==> src/rtl/rs_issue_queue.sv <==
// rtl/rs_issue_queue.sv - 16-row reservation station with wakeup tracking and per-FU issue select
// Define RS_OLDEST_FIRST_EN for age-matrix (oldest-first) select; default is lowest-index-first.
module rs_issue_queue #(
  parameter int DEPTH  = 16,
  parameter int PREG_W = 6,
  parameter int ROB_W  = 4,
  parameter int NUM_FU = 3
) (
  input  logic                     clk,
  input  logic                     rst,
  input  logic                     flush,
  input  logic [1:0]               disp_valid,
  input  logic [13:0]              disp_op,
  input  logic [2*PREG_W-1:0]      disp_pd,
  input  logic [2*PREG_W-1:0]      disp_ps1,
  input  logic [2*PREG_W-1:0]      disp_ps2,
  input  logic [1:0]               disp_ps1_rdy,
  input  logic [1:0]               disp_ps2_rdy,
  input  logic [3:0]               disp_fu,
  input  logic [2*ROB_W-1:0]       disp_rob,
  output logic                     disp_ready,
  input  logic [1:0]               wb_valid,
  input  logic [2*PREG_W-1:0]      wb_tag,
  input  logic [NUM_FU-1:0]        fu_ready,
  output logic [NUM_FU-1:0]        iss_valid,
  output logic [NUM_FU*7-1:0]      iss_op,
  output logic [NUM_FU*PREG_W-1:0] iss_pd,
  output logic [NUM_FU*PREG_W-1:0] iss_ps1,
  output logic [NUM_FU*PREG_W-1:0] iss_ps2,
  output logic [NUM_FU*ROB_W-1:0]  iss_rob,
  output logic [$clog2(DEPTH):0]   occupancy
);

  localparam int IDX_W = $clog2(DEPTH);
  localparam int CNT_W = IDX_W + 1;
  localparam int OP_W  = 7;
  localparam int FU_W  = 2;

  logic [DEPTH-1:0]         in_use_q, in_use_d;
  logic [DEPTH-1:0]         src1_rdy_q, src1_rdy_d;
  logic [DEPTH-1:0]         src2_rdy_q, src2_rdy_d;
  logic [OP_W-1:0]          op_q  [DEPTH];
  logic [OP_W-1:0]          op_d  [DEPTH];
  logic [PREG_W-1:0]        pd_q  [DEPTH];
  logic [PREG_W-1:0]        pd_d  [DEPTH];
  logic [PREG_W-1:0]        ps1_q [DEPTH];
  logic [PREG_W-1:0]        ps1_d [DEPTH];
  logic [PREG_W-1:0]        ps2_q [DEPTH];
  logic [PREG_W-1:0]        ps2_d [DEPTH];
  logic [FU_W-1:0]          fu_q  [DEPTH];
  logic [FU_W-1:0]          fu_d  [DEPTH];
  logic [ROB_W-1:0]         rob_q [DEPTH];
  logic [ROB_W-1:0]         rob_d [DEPTH];

  logic [NUM_FU-1:0]        iss_valid_q, iss_valid_d;
  logic [NUM_FU*OP_W-1:0]   iss_op_q, iss_op_d;
  logic [NUM_FU*PREG_W-1:0] iss_pd_q, iss_pd_d;
  logic [NUM_FU*PREG_W-1:0] iss_ps1_q, iss_ps1_d;
  logic [NUM_FU*PREG_W-1:0] iss_ps2_q, iss_ps2_d;
  logic [NUM_FU*ROB_W-1:0]  iss_rob_q, iss_rob_d;
  logic [CNT_W-1:0]         occ_q, occ_d;

  logic [DEPTH-1:0]         elig [NUM_FU];
  logic [NUM_FU-1:0]        sel_valid;
  logic [IDX_W-1:0]         sel_idx [NUM_FU];
  logic [CNT_W-1:0]         free_cnt;
  logic [IDX_W-1:0]         free_lo, free_next;
  logic                     lo_found, next_found;
  logic [1:0]               disp_we;
  logic [IDX_W-1:0]         lane_row [2];
  logic [CNT_W-1:0]         iss_cnt;

  function automatic logic wb_hit(input logic [PREG_W-1:0] tag, input logic [1:0] v,
                                  input logic [2*PREG_W-1:0] tags);
    return (v[0] && (tags[PREG_W-1:0] == tag)) || (v[1] && (tags[2*PREG_W-1:PREG_W] == tag));
  endfunction

  // Only rows free at the start of the cycle count; rows issuing now are reusable next cycle.
  always_comb begin
    free_cnt   = '0;
    free_lo    = '0;
    free_next  = '0;
    lo_found   = 1'b0;
    next_found = 1'b0;
    for (int i = 0; i < DEPTH; i++) begin
      if (!in_use_q[i]) begin
        free_cnt = free_cnt + CNT_W'(1);
        if (!lo_found) begin
          free_lo  = IDX_W'(i);
          lo_found = 1'b1;
        end else if (!next_found) begin
          free_next  = IDX_W'(i);
          next_found = 1'b1;
        end
      end
    end
    disp_ready  = (free_cnt >= CNT_W'(2)) && !flush;
    disp_we     = disp_valid & {2{disp_ready}};
    lane_row[0] = free_lo;
    lane_row[1] = disp_we[0] ? free_next : free_lo;
  end

  always_comb begin
    for (int k = 0; k < NUM_FU; k++) begin
      for (int i = 0; i < DEPTH; i++) begin
        elig[k][i] = in_use_q[i] && src1_rdy_q[i] && src2_rdy_q[i]
                     && fu_ready[k] && (int'(fu_q[i]) == k);
      end
    end
  end

`ifdef RS_OLDEST_FIRST_EN
  // older_q[i][j] set means row j was allocated before row i.
  logic [DEPTH-1:0] older_q [DEPTH];
  logic [DEPTH-1:0] older_d [DEPTH];

  always_comb begin
    for (int k = 0; k < NUM_FU; k++) begin
      sel_valid[k] = 1'b0;
      sel_idx[k]   = '0;
      for (int i = 0; i < DEPTH; i++) begin
        if (elig[k][i] && ((elig[k] & older_q[i]) == '0)) begin
          sel_valid[k] = 1'b1;
          sel_idx[k]   = IDX_W'(i);
        end
      end
    end
  end
`else
  always_comb begin
    for (int k = 0; k < NUM_FU; k++) begin
      sel_valid[k] = 1'b0;
      sel_idx[k]   = '0;
      for (int i = DEPTH - 1; i >= 0; i--) begin
        if (elig[k][i]) begin
          sel_valid[k] = 1'b1;
          sel_idx[k]   = IDX_W'(i);
        end
      end
    end
  end
`endif

  always_comb begin
    in_use_d    = in_use_q;
    src1_rdy_d  = src1_rdy_q;
    src2_rdy_d  = src2_rdy_q;
    op_d        = op_q;
    pd_d        = pd_q;
    ps1_d       = ps1_q;
    ps2_d       = ps2_q;
    fu_d        = fu_q;
    rob_d       = rob_q;
    iss_valid_d = '0;
    iss_op_d    = iss_op_q;
    iss_pd_d    = iss_pd_q;
    iss_ps1_d   = iss_ps1_q;
    iss_ps2_d   = iss_ps2_q;
    iss_rob_d   = iss_rob_q;
    iss_cnt     = '0;
`ifdef RS_OLDEST_FIRST_EN
    older_d     = older_q;
`endif

    for (int i = 0; i < DEPTH; i++) begin
      if (in_use_q[i] && wb_hit(ps1_q[i], wb_valid, wb_tag)) src1_rdy_d[i] = 1'b1;
      if (in_use_q[i] && wb_hit(ps2_q[i], wb_valid, wb_tag)) src2_rdy_d[i] = 1'b1;
    end

    for (int k = 0; k < NUM_FU; k++) begin
      if (sel_valid[k] && !flush) begin
        in_use_d[sel_idx[k]]           = 1'b0;
        iss_valid_d[k]                 = 1'b1;
        iss_op_d[k*OP_W +: OP_W]       = op_q[sel_idx[k]];
        iss_pd_d[k*PREG_W +: PREG_W]   = pd_q[sel_idx[k]];
        iss_ps1_d[k*PREG_W +: PREG_W]  = ps1_q[sel_idx[k]];
        iss_ps2_d[k*PREG_W +: PREG_W]  = ps2_q[sel_idx[k]];
        iss_rob_d[k*ROB_W +: ROB_W]    = rob_q[sel_idx[k]];
        iss_cnt                        = iss_cnt + CNT_W'(1);
      end
    end

    // Same-cycle writeback is folded into the captured ready bits so no wakeup is lost.
    for (int l = 0; l < 2; l++) begin
      if (disp_we[l]) begin
        in_use_d[lane_row[l]]   = 1'b1;
        op_d[lane_row[l]]       = disp_op[l*OP_W +: OP_W];
        pd_d[lane_row[l]]       = disp_pd[l*PREG_W +: PREG_W];
        ps1_d[lane_row[l]]      = disp_ps1[l*PREG_W +: PREG_W];
        ps2_d[lane_row[l]]      = disp_ps2[l*PREG_W +: PREG_W];
        fu_d[lane_row[l]]       = disp_fu[l*FU_W +: FU_W];
        rob_d[lane_row[l]]      = disp_rob[l*ROB_W +: ROB_W];
        src1_rdy_d[lane_row[l]] = disp_ps1_rdy[l]
                                  || (disp_ps1[l*PREG_W +: PREG_W] == '0)
                                  || wb_hit(disp_ps1[l*PREG_W +: PREG_W], wb_valid, wb_tag);
        src2_rdy_d[lane_row[l]] = disp_ps2_rdy[l]
                                  || (disp_ps2[l*PREG_W +: PREG_W] == '0)
                                  || wb_hit(disp_ps2[l*PREG_W +: PREG_W], wb_valid, wb_tag);
`ifdef RS_OLDEST_FIRST_EN
        for (int j = 0; j < DEPTH; j++) older_d[j][lane_row[l]] = 1'b0;
        older_d[lane_row[l]] = ~(DEPTH'(1) << lane_row[l]);
`endif
      end
    end

    occ_d = occ_q + CNT_W'(disp_we[0]) + CNT_W'(disp_we[1]) - iss_cnt;
    if (flush) begin
      in_use_d = '0;
      occ_d    = '0;
    end
  end

  always_ff @(posedge clk) begin
    if (rst) begin
      in_use_q    <= '0;
      iss_valid_q <= '0;
      iss_op_q    <= '0;
      iss_pd_q    <= '0;
      iss_ps1_q   <= '0;
      iss_ps2_q   <= '0;
      iss_rob_q   <= '0;
      occ_q       <= '0;
    end else begin
      in_use_q    <= in_use_d;
      iss_valid_q <= iss_valid_d;
      iss_op_q    <= iss_op_d;
      iss_pd_q    <= iss_pd_d;
      iss_ps1_q   <= iss_ps1_d;
      iss_ps2_q   <= iss_ps2_d;
      iss_rob_q   <= iss_rob_d;
      occ_q       <= occ_d;
    end
  end

  always_ff @(posedge clk) begin
    src1_rdy_q <= src1_rdy_d;
    src2_rdy_q <= src2_rdy_d;
    op_q       <= op_d;
    pd_q       <= pd_d;
    ps1_q      <= ps1_d;
    ps2_q      <= ps2_d;
    fu_q       <= fu_d;
    rob_q      <= rob_d;
`ifdef RS_OLDEST_FIRST_EN
    older_q    <= older_d;
`endif
  end

  // A row targeting a nonexistent FU can never be selected and would be stranded.
  always_ff @(posedge clk) begin
    if (!rst) begin
      for (int l = 0; l < 2; l++) begin
        if (disp_we[l]) assert (int'(disp_fu[l*FU_W +: FU_W]) < NUM_FU);
      end
    end
  end

  assign iss_valid = iss_valid_q;
  assign iss_op    = iss_op_q;
  assign iss_pd    = iss_pd_q;
  assign iss_ps1   = iss_ps1_q;
  assign iss_ps2   = iss_ps2_q;
  assign iss_rob   = iss_rob_q;
  assign occupancy = occ_q;

endmodule

==> config.mk <==
export PLATFORM = sky130hd
export DESIGN_NAME = rs_issue_queue
export DESIGN_NICKNAME = d
export VERILOG_FILES = /design/src/rtl/rs_issue_queue.sv
export SDC_FILE = /design/constraint.sdc
export NUM_CORES = 2
export LEC_CHECK = 0
export ABC_CLOCK_PERIOD_IN_PS = 22100
export BUFFER_PORTS_ARGS = -buffer_cell sky130_fd_sc_hd__buf_4
export CORE_MARGIN = 3
export CORE_UTILIZATION = 30
export DETAILED_ROUTE_END_ITERATION = 10
export PLACE_DENSITY = 0.5
export SLEW_MARGIN = 20
export SYNTH_ARGS = -nofsm -noshare
export SYNTH_HDL_FRONTEND = slang
export SYNTH_SLANG_ARGS = --single-unit
==> constraint.sdc <==
create_clock -name clk -period 22.1 [get_ports clk]
set_input_delay 2.21 -clock clk [delete_from_list [all_inputs] [get_ports clk]]
set_output_delay 2.21 -clock clk [all_outputs]
set_load 0.03 [all_outputs]
==> metrics.txt <==
status completed; CP delay by family, top adder cells; Main synth FF type dfxtp_1; Pins Over Slew Limit 0; FMAX 81.3 MHz; Cells after Synth 5921; Placer Congestion 0.936; Ys Warns 0; sw frac 42.5%; Worst Clk Skew 0.0333 ns; final worst-path cycle share 55.7%; Seq pwr share 23.3%; syn_nets 6036; Clock Power Share 21.7%; RSZ-0062 raised after global routing false; overall routed net length 255 mm; Sinks on Clock Net 639; final count of hold timing violations 0; actual slew at the worst max-slew pin 1.23 ns; Async S/R FF share, synth 0%; synthesis-stage register bit count 639; Leakage 20.5 nW; sequential fraction of the synthesis area 26.4%; Via density 6.29; number of port buffers 183; drt pass-1 iters 8; CTS buffer count 82; Rows 146; Initial Util 30.4%; GRT Residual Overflow 0; count of antenna-violating nets left after detailed routing 0; die width 408 µm; Crit path largest cell delay 0.52 ns; Post-synth EDFFs 0; post-route cell area 54000 µm²; Slew Limit Headroom 18.0%; WP buf/inv 4; net load switching power 2.76 mW; setup_tns 0 ns; post_cts resized 0; Startpoint Class register; root buffer cell clkbuf_16; # hold bufs at CTS 0; mapped cell area 48500 µm²; vias 49.4k; nature of the critical path endpoint output pin; dpl cell area 51200 µm²; Power Dens Cells 120 nW/µm²; DP Worst Slack 10.43 ns; Area Growth Syn to Fin 11.5%; HP Class register to register; H-tree level count 3; Clock Latency Late Sink 0.71 ns; cell repeated most along the worst path ha_1; Routed WL per cell 32.5 µm; internal cell power 3.74 mW; final setup fails 0; Die H 408 µm; first-pass GRT wire length 354 mm; DR DRC count 0; IO Pins 184; core area 159000 µm²; Final Critical Period 12.31 ns; Max VDD drop 0.000281 V; global-route usage over all layers 28.9%; die area 166000 µm²; crit path kind register to output pin; WP data arrival 10.10 ns; slowest CP cell dfxtp_1; nets 5749; count of cell types in the netlist 83; number of setup buffers added after CTS 0; crit path max fanout 7; Max clock buf depth 3; HPWL after detailed placement 149 mm; vias in the first global route 46.1k; WHS 0.513 ns; worst endpoint required time 19.89 ns; First DRT Iteration DRCs 6950; largest net degree at the start of global routing 164; PnR worst setup slack 9.79 ns; layout cells sized above 1 24.7%; Post-Syn Area per Cell 8.19 µm²; Clock Pin Slew Worst Setup and Hold Paths 0.07 ns; maxcap violations 0; initial antenna violation count 11; CTS tree yes; Gate power share 55.0%
==> cell usage in the layout (no fill, tap or decap), types with 83 or more instances in the layout <==
master,netlist,final
nand4_1,102,102
mux2i_1,202,200
nand3_1,238,236
xnor2_1,256,256
clkbuf_16,0,83
xor2_1,231,231
o21ai_0,214,213
a32oi_1,124,124
dfxtp_1,639,639
nand2_1,957,947
mux2_2,859,859
a221oi_1,97,97
a31oi_1,163,161
a21oi_1,425,425
buf_4,2,302
==> per-stage QoR <==
| step | std cells | utilization, % | total power [mW] |
|---|---|---|---|
| floorplan | 5921 | - | 4.24 |
| global placement | 7696 | 32.1 | 5.02 |
| detailed placement | 7696 | 32.1 | 5.06 |
| CTS | 7845 | 33.9 | 6.47 |
| global route | 7845 | 33.9 | 6.86 |
| finish | 7853 | 33.9 | 6.50 |
==> flip-flops by register name (all words and copies together) (netlist names), 18 cells and up <==
| signal | cells |
|---|---|
| rob_q | 64 |
| fu_q | 32 |
| iss_pd | 18 |
| iss_op | 21 |
| ps1_q | 96 |
| pd_q | 96 |
| iss_ps2 | 18 |
| op_q | 112 |
| iss_ps1 | 18 |
| ps2_q | 96 |
==> power groups by stage <==
stage | clock network, mW | registers [mW] | logic [mW]
2_1_floorplan | 0 | 1.44 | 2.80
3_3_place_gp | 0 | 1.52 | 3.49
3_5_place_dp | 0 | 1.53 | 3.53
4_1_cts | 1.42 | 1.50 | 3.55
5_1_grt | 1.46 | 1.53 | 3.87
6_report | 1.41 | 1.52 | 3.58
==> routing by layer <==
metal,track usage (%),up-vias,wire length [µm]
met1,37.1,24000,101000
met5,0.603,-,205
met4,17.2,12,17500
met2,43.2,3605,107000
met3,7.94,981,29700
li1,-,20700,-
==> kinds of logic (layout without fill, tap and decap cells) <==
family | Yosys count | count (layout) | synth area share [%]
other | 0 | 8 | 0
muxes | 1126 | 1126 | 25.6
AOI/OAI and AO/OA | 1217 | 1217 | 15.9
DFF | 639 | 639 | 26.4
buffers and inverters | 720 | 498 | 5.85
and+or+nand+nor | 1690 | 1690 | 16.1
adders and majority gates | 28 | 28 | 0.749
xor gates and xnor gates | 501 | 501 | 9.42
==> final timing paths <==
path | startpoint | to | slack [ns] | cells past startpoint
worst max register to register | in_use_q[0] | op_q[83] | 10.28 | 48
worst min register to register | rob_q[62] | iss_rob[10] | 0.51 | 2
worst min-delay path | rob_q[62] | iss_rob[10] | 0.51 | 2
worst max-delay path | in_use_q[0] | disp_ready | 9.79 | 45
==> cell usage after synthesis, drive strengths merged, types with 7 or more instances <==
master / count / area share [%]
nand2: 957 / 7.4
mux2: 924 / 21
dfxtp: 639 / 26
clkbuf: 520 / 4.0
a21oi: 425 / 4.4
xnor2: 257 / 4.7
nand3: 239 / 2.5
xor2: 233 / 4.2
o21ai: 220 / 2.3
mux2i: 202 / 4.2
a31oi: 163 / 2.1
buf: 158 / 1.5
a32oi: 124 / 2.2
nand4: 102 / 1.3
a221oi: 97 / 1.8
nor2: 89 / 0.69
nor4: 82 / 1.2
nor3: 50 / 0.57
nand2b: 44 / 0.57
a22oi: 41 / 0.64
inv: 40 / 0.31
and3: 28 / 0.36
o22ai: 27 / 0.35
a22o: 26 / 0.47
ha: 25 / 0.65
nor2b: 19 / 0.25
or3: 16 / 0.21
nand3b: 14 / 0.22
o221ai: 13 / 0.23
and2: 10 / 0.13
a21o: 9 / 0.14
xnor3: 8 / 0.37
a21boi: 7 / 0.11
nor3b: 7 / 0.11
o2111ai: 7 / 0.13
o2bb2ai: 7 / 0.13
or4: 7 / 0.11
==> worst min-delay path, cell delays in order (launching register included) <==
cell and delay [ns]:
dfxtp_1 0.35, nand2_1 0.07, a21oi_1 0.05
==> final cells by class <==
type	instances	area (µm²)
clock buffer	111	2370
tap	2146	2690
timing repair buffer	307	2370
clock inverter	38	374
multi-input combinational	4562	33300
antenna	8	20.0
fill	16600	105000
sequential	639	12800
inverter	42	159
(Power assumes the default switching activity.)
